### src/rtl/upsample_2x2_pkg.sv
// Shared types for the 2x2 nearest-neighbour upsampler.
package upsample_2x2_pkg;
  typedef enum logic [1:0] {IDLE, FIRST, SECOND} type_upsample_state_t;
endpackage

### src/rtl/upsample_2x2_pix.sv
// Horizontal pixel duplication: every input pixel fills two adjacent output slots.
module pix_dup #(
  parameter int C = 2,
  parameter int W = 8
) (
  input  logic [C-1:0][W-1:0]   i_row,
  output logic [2*C-1:0][W-1:0] o_row
);
  for (genvar c = 0; c < C; c++) begin : g_dup
    assign o_row[2*c]   = i_row[c];
    assign o_row[2*c+1] = i_row[c];
  end
endmodule

### src/rtl/upsample_2x2.sv
// Streaming 2x2 nearest-neighbour upsampler: each input row is emitted twice,
// horizontally doubled, with a one-entry skid buffer to keep full throughput.
module upsample_2x2
  import upsample_2x2_pkg::*;
#(
  parameter int C = 2,
  parameter int W = 8
) (
  input  logic                   clk,
  input  logic                   rst,
  input  logic                   s_valid,
  output logic                   s_ready,
  input  logic [C-1:0][W-1:0]    s_data,
  output logic                   m_valid,
  input  logic                   m_ready,
  output logic [2*C-1:0][W-1:0]  m_data,
  output logic                   m_dup
);
  type_upsample_state_t r_state, w_state_nxt;
  logic [C-1:0][W-1:0] r_out_row, r_pend_row;
  logic                r_pend_v;
  logic                w_accept, w_load_s, w_load_pend, w_wr_pend;

  // Ready depends only on registered state so no path exists from m_ready.
  assign s_ready  = !rst && !r_pend_v;
  assign w_accept = s_valid && s_ready;

  always_comb begin
    w_state_nxt = r_state;
    w_load_s    = 1'b0;
    w_load_pend = 1'b0;
    w_wr_pend   = 1'b0;
    m_valid     = 1'b0;
    m_dup       = 1'b0;
    case (r_state)
      IDLE: begin
        if (w_accept) begin
          w_load_s    = 1'b1;
          w_state_nxt = FIRST;
        end
      end
      FIRST: begin
        m_valid   = 1'b1;
        w_wr_pend = w_accept;
        if (m_ready) w_state_nxt = SECOND;
      end
      SECOND: begin
        m_valid = 1'b1;
        m_dup   = 1'b1;
        if (m_ready) begin
          if (r_pend_v) begin
            w_load_pend = 1'b1;
            w_state_nxt = FIRST;
          end else if (w_accept) begin
            w_load_s    = 1'b1;
            w_state_nxt = FIRST;
          end else begin
            w_state_nxt = IDLE;
          end
        end else begin
          w_wr_pend = w_accept;
        end
      end
      default: w_state_nxt = IDLE;
    endcase
  end

  always_ff @(posedge clk) begin
    if (rst) begin
      r_state    <= IDLE;
      r_out_row  <= '0;
      r_pend_row <= '0;
      r_pend_v   <= 1'b0;
    end else begin
      r_state <= w_state_nxt;
      if (w_load_s)         r_out_row <= s_data;
      else if (w_load_pend) r_out_row <= r_pend_row;
      if (w_wr_pend) begin
        r_pend_row <= s_data;
        r_pend_v   <= 1'b1;
      end else if (w_load_pend) begin
        r_pend_v   <= 1'b0;
      end
    end
  end

  pix_dup #(.C(C), .W(W)) u_pix_dup (
    .i_row (r_out_row),
    .o_row (m_data)
  );
endmodule

### config.mk
export PLATFORM = sky130hd
export DESIGN_NAME = upsample_2x2
export DESIGN_NICKNAME = d
export VERILOG_FILES = /design/src/rtl/upsample_2x2_pkg.sv /design/src/rtl/upsample_2x2_pix.sv /design/src/rtl/upsample_2x2.sv
export SDC_FILE = /design/constraint.sdc
export NUM_CORES = 1
export LEC_CHECK = 0
export CAP_MARGIN = 20
export CORE_MARGIN = 4
export CORE_UTILIZATION = 45
export CTS_CLUSTER_SIZE = 12
export DETAILED_ROUTE_END_ITERATION = 12
export PLACE_DENSITY = 0.78
export SLEW_MARGIN = 20
export SYNTH_ARGS = -nofsm -noshare
export SYNTH_HDL_FRONTEND = slang
export SYNTH_SLANG_ARGS = --single-unit
### constraint.sdc
create_clock -name clk -period 2.6 [get_ports clk]
set_input_delay 0.52 -clock clk [delete_from_list [all_inputs] [get_ports clk]]
set_output_delay 0.52 -clock clk [all_outputs]
set_load 0.1 [all_outputs]
==> results.rst <==
.. list-table::
   :header-rows: 1

   * - Metric
     - Value
   * - Run status
     - completed
   * - Initial core utilization
     - 46.9%
   * - Synthesis warning total
     - 0
   * - Proportion of layout cells with a drive suffix above 1
     - 27.7%
   * - Post-Layout Inst Area
     - 2200 um^2
   * - Compound-Gate Fraction of Synth Area
     - 12.5%
   * - Antenna Violating Nets Remaining
     - 0
   * - Normalized max-slew margin
     - 59.8%
   * - Die width
     - 69.7 um
   * - Total wirelength of the detailed-routed design
     - 3920 um
   * - Cell variety after synth
     - 29
   * - Setup TNS after final layout
     - 0 ns
   * - Syn_area_per_cell
     - 8.98 um^2
   * - Total congestion overflow
     - 0
   * - Tot GR Track Use
     - 16.0%
   * - IO buf count
     - 54
   * - Post-synthesis instance area
     - 1720 um^2
   * - Post-Synthesis Cells
     - 191
   * - Setup crit start kind
     - input pin
   * - Diode insertion count for antenna repair
     - 0
   * - Cell at the root of the clock tree
     - sky130_fd_sc_hd__clkbuf_8
   * - Unrepaired setup endpoints after global routing
     - false
   * - Worst Path Required
     - 2.79 ns
   * - Largest net degree at the start of global routing
     - 37
   * - Largest family of logic cells by synthesized area
     - simple AND/OR/NAND/NOR gates
   * - Synth async-reset ratio
     - 0%
   * - Floorplan die height
     - 69.7 um
   * - Global-route wire length before repair
     - 6300 um
   * - Arrival time of data at the critical path endpoint
     - 2.22 ns
   * - Post-detail-place hpwl
     - 2760 um
   * - Filler cell count in the final layout
     - 340
   * - Power density cells
     - 1010 nW/um^2
   * - XOR/XNOR share of the synthesized area
     - 0%
   * - Placed instance area
     - 2110 um^2
   * - Net count after synthesis
     - 215
   * - Area delta synth->final
     - 28.4%
   * - Reg clk slew, reported paths
     - 0.07 ns
   * - Final hold slack
     - 0.478 ns
   * - CORE AREA
     - 3660 um^2
   * - Total number of nets in the final design
     - 254
   * - Vias in the first global route
     - 1372
   * - Initial antenna violation count
     - 0
   * - 1st-pass router iterations
     - 4
   * - Placed instance count
     - 271
   * - Max-capacitance violation count
     - 0
   * - Slowest cell delay on critical path
     - 0.52 ns
   * - Util after Layout
     - 60.2%
   * - Cells along the critical path
     - clkdlybuf4s50_1 -> or3b_1 -> or2_1 -> a311oi_1
   * - Final slew viol count
     - 0
   * - Per-cell via count in the routed design
     - 5.28
   * - Detailed Route Iter0 Violations
     - 101
   * - Setup fix buffers added after clock tree synthesis
     - 0
   * - Worst hold path class
     - flip-flop to flip-flop
   * - Die ar.
     - 4860 um^2
   * - Area of the multi-input gates
     - 823 um^2
   * - Routability congestion estimate
     - 0.829
   * - Number of standard cells in the layout, taps in and fillers out
     - 279
   * - Simple-gate area share of the yosys netlist
     - 21.4%
   * - Top achievable clock speed
     - 492 MHz
   * - Adder-Cell Fraction of Synth Area
     - 2.92%
   * - Area occupied by registers
     - 701 um^2
   * - Longest Clk Path Bufs
     - 2
   * - H-tree levels
     - 2
   * - Site Rows
     - 22
   * - Total clock buffers created by CTS
     - 5
   * - Final min period
     - 2.03 ns
   * - Biggest area contributors in the synthesized netlist
     - sky130_fd_sc_hd__dfxtp_1 (41%), sky130_fd_sc_hd__a311oi_1 (8.2%), sky130_fd_sc_hd__mux2_2 (7.9%)
   * - IR Drop Worst-Case VDD
     - 533 uV
   * - Clock skew after layout
     - 0.00877 ns
   * - CTS tree
     - done
   * - Leakage power figure
     - 0.891 nW
   * - Crit Path Class
     - input pin to flip-flop
   * - Worst setup EP type
     - flip-flop
   * - Count of cells resized by post-cts repair
     - 0
   * - Hold bufs inserted after CTS
     - 0
   * - Maximum fanout count along the critical path
     - 16
   * - Transition time at the pin with the least slew margin
     - 0.603 ns
   * - Post-route clock period utilization
     - 78.1%
   * - Final routed wire length divided by cell count
     - 14.0 um
   * - Critical Path Slowest Stage Cell
     - sky130_fd_sc_hd__clkdlybuf4s50_1
   * - Count of flip-flops with a built-in enable after synthesis
     - 0
   * - DRC
     - 0
   * - Number of clock sinks seen by CTS
     - 35
   * - Clock latency of the later-clocked register in the worst-skew pair
     - 0.29 ns
   * - Number of hold-slack violations in the final timing report
     - 0
   * - Number of vias in the routed layout
     - 1474
   * - Mux cell area share after synthesis
     - 11.1%
   * - Endpoints failing setup
     - 0
   * - Share of synthesized area occupied by flip-flops and latches
     - 40.8%
   * - Top cell type by total area after synthesis
     - sky130_fd_sc_hd__dfxtp_1
   * - Top cells by count, synth
     - sky130_fd_sc_hd__dfxtp_1 (35), sky130_fd_sc_hd__nand2_1 (35), sky130_fd_sc_hd__nor2b_1 (17)
   * - Flip-flop and latch count after synthesis
     - 35
   * - Share of the synthesized area in the top cell type
     - 40.8%
   * - Number of primary I/O pins
     - 55
   * - Predominant post-synthesis flop cell
     - sky130_fd_sc_hd__dfxtp_1
## worst paths after layout
check / from / end / slack, ns / depth (start not counted)
worst max-delay path: s_valid / r_out_row[1] / 0.57 / 4
worst min-delay path: r_pend_row[10] / r_out_row[10] / 0.48 / 2
worst max register to register: r_state[0] / r_pend_row[8] / 0.77 / 6
worst min register to register: r_pend_row[10] / r_out_row[10] / 0.48 / 2
## power by group
group	switching [mW]	total, mW	internal (mW)
registers	0.0534	0.659	0.605
logic	0.907	1.17	0.261
clock network	0.205	0.391	0.186
## cell type report
cell class / instances / area share [%]
clock inverter: 3 / 0.909
sequential: 35 / 31.8
tap: 48 / 2.73
inverter: 3 / 0.511
multi-input combinational: 124 / 37.4
timing repair buffer: 61 / 23.5
clock buffer: 5 / 3.13
## critical path, delay by kind of cell
| family | cells | cell delay, ns |
|---|---|---|
| simple gates | 2 | 0.84 |
| buf+inv | 1 | 0.52 |
| compound gates | 1 | 0.33 |
## cell families (layout without fill, tap and decap cells)
kind of cell / count (synthesis) / count (layout)
flops: 35 / 35
fa+ha+maj: 4 / 4
mux: 17 / 17
buf+inv: 32 / 72
compound gates: 26 / 26
simple gates: 77 / 77
## metrics by stage
step	setup slack (ns)	power, mW
2_1_floorplan	0.0137	1.65
6_report	0.569	2.22
5_1_grt	0.497	2.31
4_1_cts	0.594	2.24
3_5_place_dp	0.275	1.84
3_3_place_gp	0.347	1.83
## cells in the final DEF (no fill, tap or decap), drive strengths merged, types with 3 or more instances in the layout
cell type      instances
a311oi                16
buf                   42
clkbuf                 5
clkdlybuf4s50         19
dfxtp                 35
ha                     4
inv                    3
mux2                  16
nand2                 35
nor2                   3
nor2b                 17
nor3                  16
## metal layers
| metal | wire length [um] | vias up | GRT usage, % |
|---|---|---|---|
| met5 | 0 | - | 0 |
| met2 | 1930 | 52 | 27.0 |
| met4 | 38 | 0 | 3.83 |
| met3 | 314 | 5 | 6.09 |
| met1 | 1630 | 696 | 19.1 |
| li1 | - | 721 | - |
## flip-flops by register name, indices dropped and copies added (netlist names)
signal and flops:
r_pend_v 1, r_pend_row 16, r_state 2, r_out_row 16
Note: power is estimated with default switching activity, not from simulation.
